### src/rtl/descrambler_lock_ctrl.sv
// Frame-lock controller for the 30b/32b self-synchronising descrambler: hunt, slip, confirm, flush, locked.
// Optional DESCR_LOCK_STATS_EN adds saturating slip/unlock statistics counters.
module descrambler_lock_ctrl #(
  parameter int LOCK_GOOD  = 32,
  parameter int UNLOCK_BAD = 16,
  parameter int UNLOCK_WIN = 64,
  parameter int SLIP_WAIT  = 4
) (
  input  logic        clk,
  input  logic        rst_n,
  input  logic        frame_valid_i,
  input  logic [1:0]  header_i,
`ifdef DESCR_LOCK_STATS_EN
  input  logic        stats_clr_i,
  output logic [15:0] slip_cnt_o,
  output logic [15:0] unlock_cnt_o,
`endif
  output logic        descr_en_o,
  output logic        bitslip_o,
  output logic        locked_o,
  output logic        payload_valid_o,
  output logic        lock_lost_o
);

  localparam int GW = $clog2(LOCK_GOOD + 1);
  localparam int BW = $clog2(UNLOCK_BAD + 1);
  localparam int WW = $clog2(UNLOCK_WIN + 1);
  localparam int SW = $clog2(SLIP_WAIT + 1);

  localparam logic [2:0] HUNT    = 3'd0;
  localparam logic [2:0] SLIP    = 3'd1;
  localparam logic [2:0] CONFIRM = 3'd2;
  localparam logic [2:0] FLUSH   = 3'd3;
  localparam logic [2:0] LOCKED  = 3'd4;

  logic [2:0]    state_reg, state_next;
  logic [GW-1:0] good_reg, good_next, good_inc;
  logic [BW-1:0] bad_reg, bad_next, bad_inc;
  logic [WW-1:0] win_reg, win_next, win_inc;
  logic [SW-1:0] wait_reg, wait_next, wait_inc;
  logic          hdr_good;
  logic          descr_en_reg, bitslip_reg, locked_reg, payload_valid_reg, lock_lost_reg;

  assign hdr_good = (header_i == 2'b01) || (header_i == 2'b10);

  // Saturating increments; the FSM normally leaves before any limit is exceeded
  assign good_inc = (good_reg == GW'(LOCK_GOOD))  ? good_reg : good_reg + 1'b1;
  assign win_inc  = (win_reg  == WW'(UNLOCK_WIN)) ? win_reg  : win_reg  + 1'b1;
  assign wait_inc = (wait_reg == SW'(SLIP_WAIT))  ? wait_reg : wait_reg + 1'b1;
  assign bad_inc  = (hdr_good || bad_reg == BW'(UNLOCK_BAD)) ? bad_reg : bad_reg + 1'b1;

  always_comb begin
    state_next = state_reg;
    good_next  = good_reg;
    bad_next   = bad_reg;
    win_next   = win_reg;
    wait_next  = wait_reg;
    if (frame_valid_i) begin
      case (state_reg)
        HUNT: begin
          if (hdr_good) begin
            state_next = CONFIRM;
            good_next  = GW'(1);
          end else begin
            state_next = SLIP;
            wait_next  = '0;
          end
        end
        // Frames arriving while the gearbox settles are counted but their headers ignored
        SLIP: begin
          if (wait_inc == SW'(SLIP_WAIT)) begin
            state_next = HUNT;
            wait_next  = '0;
          end else begin
            wait_next = wait_inc;
          end
        end
        CONFIRM: begin
          if (!hdr_good) begin
            state_next = SLIP;
            good_next  = '0;
            wait_next  = '0;
          end else if (good_inc == GW'(LOCK_GOOD)) begin
            state_next = FLUSH;
            good_next  = '0;
          end else begin
            good_next = good_inc;
          end
        end
        FLUSH: begin
          state_next = LOCKED;
          win_next   = '0;
          bad_next   = '0;
        end
        LOCKED: begin
          // Bad-header threshold takes priority over the window wrap
          if (bad_inc == BW'(UNLOCK_BAD)) begin
            state_next = HUNT;
            win_next   = '0;
            bad_next   = '0;
            good_next  = '0;
          end else if (win_inc == WW'(UNLOCK_WIN)) begin
            win_next = '0;
            bad_next = '0;
          end else begin
            win_next = win_inc;
            bad_next = bad_inc;
          end
        end
        default: state_next = HUNT;
      endcase
    end
  end

  always_ff @(posedge clk or negedge rst_n) begin
    if (!rst_n) begin
      state_reg         <= HUNT;
      good_reg          <= '0;
      bad_reg           <= '0;
      win_reg           <= '0;
      wait_reg          <= '0;
      descr_en_reg      <= 1'b0;
      bitslip_reg       <= 1'b0;
      locked_reg        <= 1'b0;
      payload_valid_reg <= 1'b0;
      lock_lost_reg     <= 1'b0;
    end else begin
      state_reg         <= state_next;
      good_reg          <= good_next;
      bad_reg           <= bad_next;
      win_reg           <= win_next;
      wait_reg          <= wait_next;
      descr_en_reg      <= (state_next == FLUSH) || (state_next == LOCKED);
      bitslip_reg       <= (state_next == SLIP) && (state_reg != SLIP);
      locked_reg        <= (state_next == LOCKED);
      payload_valid_reg <= (state_reg == LOCKED) && (state_next == LOCKED) && frame_valid_i;
      lock_lost_reg     <= (state_reg == LOCKED) && (state_next == HUNT);
    end
  end

  assign descr_en_o      = descr_en_reg;
  assign bitslip_o       = bitslip_reg;
  assign locked_o        = locked_reg;
  assign payload_valid_o = payload_valid_reg;
  assign lock_lost_o     = lock_lost_reg;

`ifdef DESCR_LOCK_STATS_EN
  logic [15:0] slip_cnt_reg, unlock_cnt_reg;

  always_ff @(posedge clk or negedge rst_n) begin
    if (!rst_n) begin
      slip_cnt_reg   <= '0;
      unlock_cnt_reg <= '0;
    end else if (stats_clr_i) begin
      slip_cnt_reg   <= '0;
      unlock_cnt_reg <= '0;
    end else begin
      if ((state_next == SLIP) && (state_reg != SLIP) && (slip_cnt_reg != 16'hFFFF))
        slip_cnt_reg <= slip_cnt_reg + 16'd1;
      if ((state_reg == LOCKED) && (state_next == HUNT) && (unlock_cnt_reg != 16'hFFFF))
        unlock_cnt_reg <= unlock_cnt_reg + 16'd1;
    end
  end

  assign slip_cnt_o   = slip_cnt_reg;
  assign unlock_cnt_o = unlock_cnt_reg;
`endif

endmodule

### config.mk
export PLATFORM = sky130hd
export DESIGN_NAME = descrambler_lock_ctrl
export DESIGN_NICKNAME = d
export VERILOG_FILES = /design/src/rtl/descrambler_lock_ctrl.sv
export SDC_FILE = /design/constraint.sdc
export NUM_CORES = 1
export LEC_CHECK = 0
export ABC_AREA = 0
export CORE_MARGIN = 1
export CORE_UTILIZATION = 60
export DETAILED_ROUTE_END_ITERATION = 6
export GPL_ROUTABILITY_DRIVEN = 0
export GPL_TIMING_DRIVEN = 0
export PLACE_DENSITY = 0.79
export SLEW_MARGIN = 20
export SYNTH_ARGS = -nofsm -noshare
export SYNTH_HDL_FRONTEND = slang
export SYNTH_SLANG_ARGS = --single-unit
### constraint.sdc
create_clock -name clk -period 5.2 [get_ports clk]
set_input_delay 1.56 -clock clk [delete_from_list [all_inputs] [get_ports clk]]
set_output_delay 1.56 -clock clk [all_outputs]
set_load 0.05 [all_outputs]
==> results.txt, run 1 <==
Die ar. - 3619 um2
Seq/Total Area, Yosys - 0.3576
Die W - 60.16 um
Initial Util - 0.6488
H-tree depth - 2
CTS clk-pin slew, worst paths - 100 ps
first-pass detailed-route iteration total - 4
CP Capture Type - flip-flop
Clock Tree Buf Depth - 2
final worst setup slack - 1560 ps
Final Hold Fails - 0
diode count - 0
Static Leak - 0.9532 nW
gr ovfl total - 0
Post-synth EDFFs - 0
post-CTS setup buffer count - 0
# resized after CTS - 0
clock buffers created by TritonCTS - 5
Final setup viols - 0
Netlist cell types - 58
Ports - 10
Worst Hold Class - reg -> reg
Reg area - 725.7 um2
Slew headroom - 0.5745
Syn Std Cell Area - 2029 um2
max cap viols - 0
port bufs - 9
setup_tns - 0 ps
row count - 20
Critical R2R Launch - win_reg[0]
Mapped Cells - 225
Multi-input gate area - 1189 um2
unrepaired setup endpoints after global routing - false
cell breakdown of the critical path - clkdlybuf4s50_1, inv_1, nor3_1, nand2_1, or4_2, o221ai_2
Synth warnings - 0
post-route DRC violation count - 0
Final Cycle Share - 0.6999
worst-margin pin slew - 638.3 ps
Final Net Count - 254
layout cells sized above 1 - 0.1116
first-pass GRT wire length - 7431 um
initial antenna violation count - 0
Synth Net Count - 238
via count - 1,702
post-detail-place hpwl - 3112 um
Pwr Density - 464.8 nW/um2
routed vias/inst - 5.951
vias in the first global route - 1,677
WP data required - 5450 ps
Worst-Skew Late Latency - 330 ps
slowest stage delay, CP - 680 ps
Largest register FFs - 7
status - finished, final reports clean
max-slew violations - 0
Post-synth top flop - dfrtp_1
CP top delay family - simple AND/OR/NAND/NOR gates
drt total wl - 4226 um
clk sink count - 29
Die Y-Extent - 60.16 um
crit path launch - frame_valid_i
CTS tree - done
ANT nets after route - 0
Seq cells post-synth - 29
area growth from synthesis to layout - 11.96%
gr usage total - 0.2767
fin crit period - 3640 ps
Slowest-stage cell, CP - or4_2
startpoint type of the worst setup path - primary input
critical path class - in -> reg
Setup WS pre-CTS - 1256 ps
floorplan core area - 3128 um2
largest net degree at the start of global routing - 30
Buf/Inv on CP - 2
crit path max fanout - 7
root buf cell - clkbuf_4
syn_area_per_cell - 9.020 um2
ys async rst share - 1.000
Worst VDD drop - 0.0003527 V
fmax - 274.7 MHz
HP Start - bad_reg[4]
Post-CTS Hold Fix Bufs - 0
Layout Skew - 11.76 ps
final-layout fill cell count - 252
1st-iter DRT viols - 183
WP data arrival - 3890 ps
drt wl/cell - 14.78 um
-- tightest hold or removal path: stages (launching register included) --
cell and delay [ps]:
dfrtp_1 390, nand2_1 60, o21ai_0 70
-- cell usage in the layout (no fill, tap or decap), drive strengths merged, types with 5 or more instances in the layout --
cell type and instances:
a21oi 10, buf 6, clkbuf 10, clkdlybuf4s50 8
dfrtp 29, ha 8, inv 15, mux2i 5
nand2 19, nand2b 8, nand3 11, nor2 11
nor3 12, o21ai 18, or3 5, xnor2 7
xor2 5
-- worst paths after layout --
kind	to	slack, ps	cells after the start
hold / removal	bad_reg[4]	550	2
min in group asynchronous	bad_reg[2]	1240	1
setup / recovery	bad_reg[1]	1560	6
hold reg to reg	bad_reg[4]	550	2
max in group asynchronous	state_reg[2]	3540	1
setup reg to reg	bad_reg[0]	2520	7
-- through the flow --
| stage | total power (W) | util | std cells | cell area (um2) | hold WS (ps) |
|---|---|---|---|---|---|
| 2_1_floorplan | 0.0007064 | - | 225 | 2029 | 471.3 |
| 3_3_place_gp | 0.0007924 | 0.6952 | 278 | 2175 | 498.0 |
| 3_5_place_dp | 0.0008197 | 0.6936 | 278 | 2170 | 531.5 |
| 4_1_cts | 0.001056 | 0.7264 | 286 | 2272 | 553.3 |
| 5_1_grt | 0.001133 | 0.7264 | 286 | 2272 | 569.3 |
| 6_report | 0.001056 | 0.7264 | 286 | 2272 | 549.8 |
-- Yosys cell counts, drive strengths merged (2+ instances only) --
cell    count  area (um2)
xor2        5       43.79
o21a        2       15.01
and3        4       26.28
nand2b      8       50.05
nor3       12       71.32
buf         5       38.78
nand3b      2       15.01
xnor2       7       61.31
a22o        2       17.52
nor2       11       41.29
dfrtp      29       725.7
nand3      11       55.05
a22oi       3       36.28
o21ai      18       90.09
and2        2       12.51
nor4        3       33.78
a31oi       4       25.02
a32o        2       20.02
nor4bb      2       26.28
or4         3       23.77
nand2      19       71.32
a211oi      4       35.03
or3         5       31.28
a21oi      10       61.31
a21o        2       15.01
clkbuf      5       20.01
mux2i       5       50.05
inv        15       56.30
ha          8       100.1
-- cells by family after synthesis --
family	after synthesis	synth area share
simple gates	90	0.2651
fa+ha+maj	8	0.04932
buf+inv	25	0.05671
flops	29	0.3576
xor+xnor	12	0.05179
compound gates	56	0.1948
mux	5	0.02466
-- cell type report --
cell class,instances,share of cell area
inverters,15,0.02478
multi-input cells,171,0.5231
repair buffers,9,0.03744
clock buffers,5,0.01652
flip-flops and latches,29,0.3194
plain buffers,10,0.02588
well taps,44,0.02423
clock inverters,3,0.02863
-- metal layers --
layer | GRT usage | share of wire | vias to the layer above
met5 | 0 | 0 | -
met4 | 0.09635 | 0.012 | 0
met3 | 0.05628 | 0.043 | 8
met2 | 0.4396 | 0.47 | 40
met1 | 0.3728 | 0.47 | 803
li1 | - | - | 851
-- where the power goes --
| group | switching (W) | total (W) | internal (W) |
|---|---|---|---|
| Clock | 0.0000834 | 0.000232 | 0.000149 |
| Combinational | 0.000285 | 0.000487 | 0.000202 |
| Sequential | 0.0000587 | 0.000337 | 0.000278 |
| Total | 0.000427 | 0.00106 | 0.000629 |
Power figures use the tool's default switching activity.
==> run 2, diff against run 1 <==
Clock period 5.2 ns to 3.8 ns, I/O delays scaled along.
==> results of run 2 <==
The final DEF is identical to that of run 1. Status: finished, final reports clean.
Among the figures that moved: setup slack after placement 1256 ps -> 276.4 ps; setup slack after layout 1560 ps -> 580.3 ps; register-to-register setup slack 2520 ps -> 1120 ps; total power 0.001056 W -> 0.001445 W; worst IR drop on VDD 0.0003527 V -> 0.0004826 V
==> run 3, diff against run 2 <==
Settings changed: CORE_UTILIZATION 60 to 54, PLACE_DENSITY 0.79 to 0.76.
Clock period 3.8 ns to 2.7 ns, I/O delays scaled along.
==> results.txt, run 3 (same netlist as run 1, synthesis figures left out) <==
Pwr Total - 0.001926 W
floorplan core area - 3468 um2
vias in the first global route - 1,630
Clock Tree Buf Depth - 2
Worst VDD drop - 0.0005953 V
status - finished, final reports clean
Ports - 10
layout cells sized above 1 - 0.1276
largest net degree at the start of global routing - 30
routed vias/inst - 5.837
Die ar. - 4008 um2
Slew headroom - 0.5562
fmax - 381.9 MHz
first-pass detailed-route iteration total - 4
Die W - 63.31 um
placed instance count - 280
Pwr Density - 840.8 nW/um2
Static Leak - 0.9636 nW
clock buffers created by TritonCTS - 5
root buf cell - clkbuf_8
Combinational Power Share - 0.485
CP Capture Type - flip-flop
Worst-Skew Late Latency - 290 ps
Power Internal - 0.001109 W
startpoint type of the worst setup path - primary input
worst-margin pin slew - 665.7 ps
Sw Share - 0.4242
gr usage total - 0.2325
Die Y-Extent - 63.31 um
port bufs - 9
Largest register FFs - 7
switching power - 0.0008171 W
Final setup viols - 0
WP data required - 2880 ps
setup_tns - 0 ps
clock share of power - 0.179
drt wl/cell - 14.12 um
H-tree depth - 2
1st-iter DRT viols - 125
Worst Hold Class - reg -> reg
initial antenna violation count - 0
Post-CTS Hold Fix Bufs - 0
row count - 21
most common cell after layout, fill and taps aside - dfrtp_1
diode count - 0
post-route DRC violation count - 0
drt total wl - 4080 um
Final Cycle Share - 0.9699
crit path max fanout - 10
CTS clk-pin slew, worst paths - 70 ps
first-pass GRT wire length - 7327 um
unrepaired setup endpoints after global routing - false
critical path class - in -> reg
Initial Util - 0.5851
area growth from synthesis to layout - 12.89%
WP data arrival - 2800 ps
Final Net Count - 255
Layout Skew - 8.296 ps
max-slew violations - 0
post-detail-place hpwl - 2834 um
clk sink count - 29
share of power burned in registers - 0.336
ANT nets after route - 0
CTS tree - done
fin crit period - 2619 ps
fin cells - 289
via count - 1,687
most frequent cells in the layout - dfrtp_1 (29), nand2_1 (19), o21ai_0 (16)
gr ovfl total - 0
final-layout fill cell count - 314
max cap viols - 0
Final Hold Fails - 0
## run 3: cell count changes in the layout (fill, tap and decap cells not counted), moves of 2 or more
cell / previous run / this run
bufinv_16: 2 / 0
clkbuf_4: 5 / 0
clkbuf_8: 0 / 5
clkdlybuf4s50_1: 8 / 6
dlygate4sd2_1: 0 / 2
o21ai_0: 18 / 16
o21ai_1: 0 / 2
## run 3: final timing paths
| path | startpoint | to | slack, ps | cells after the start |
|---|---|---|---|---|
| max in group asynchronous | rst_n | bad_reg[1] | 1710 | 1 |
| min | bad_reg[4] | bad_reg[4] | 530 | 2 |
| max | header_i[1] | good_reg[2] | 80 | 8 |
| min in group asynchronous | rst_n | lock_lost_o | 550 | 1 |
| max reg2reg | win_reg[0] | bad_reg[3] | 170 | 7 |
| min reg2reg | bad_reg[4] | bad_reg[4] | 530 | 2 |
## run 3: area by class of cell
cell class                 instances  area, um2  share of cell area
multi-input combinational        171       1220              0.5325
sequential                        29      725.7              0.3168
timing repair buffer              10      90.09             0.03932
clock buffer                       6      72.57             0.03168
buffer                            10      58.81             0.02567
tap                               46      57.56             0.02512
inverter                          15      56.30             0.02458
clock inverter                     2      10.01            0.004369
## run 3: power groups by stage
stage / Clock (W) / Sequential (W) / Combinational [W]
floorplan: 0 / 0.000678 / 0.000682
global placement: 0 / 0.000651 / 0.000898
detailed placement: 0 / 0.000652 / 0.000905
CTS: 0.000354 / 0.000645 / 0.000928
global route: 0.000375 / 0.000664 / 0.00106
finish: 0.000346 / 0.000647 / 0.000933
## run 3: repair_timing
action                     CTS  global route
pin swaps                    1             1
resized for setup            7             3
setup endpoints to repair   11             7
gates cloned                 0             0
buffers inserted             1             0
## run 3: routing by layer
metal | wire (um) | track usage | vias to the layer above
met4 | 36 | 0.07386 | 0
met1 | 2031 | 0.3049 | 806
li1 | - | - | 851
met2 | 1857 | 0.3763 | 26
met5 | 0 | 0 | -
met3 | 154 | 0.05616 | 4
## run 3: critical path, cell delays in order
cell           delay (ps)
dlygate4sd2_1         280
xor2_2                220
or4_4                 560
a22oi_4               260
a32o_2                220
buf_4                 170
o21ai_0                90
a22o_1                180
## run 3: through the flow
step	setup slack, ps	util	cell area [um2]	hold slack, ps
global placement	-448.8	0.6277	2177	505.2
CTS	31.26	0.6587	2285	528.3
finish	81.34	0.6605	2291	526.8
floorplan	179.8	-	2029	471.3
global route	12.56	0.6605	2291	563.2
detailed placement	-457.6	0.6263	2172	514.4
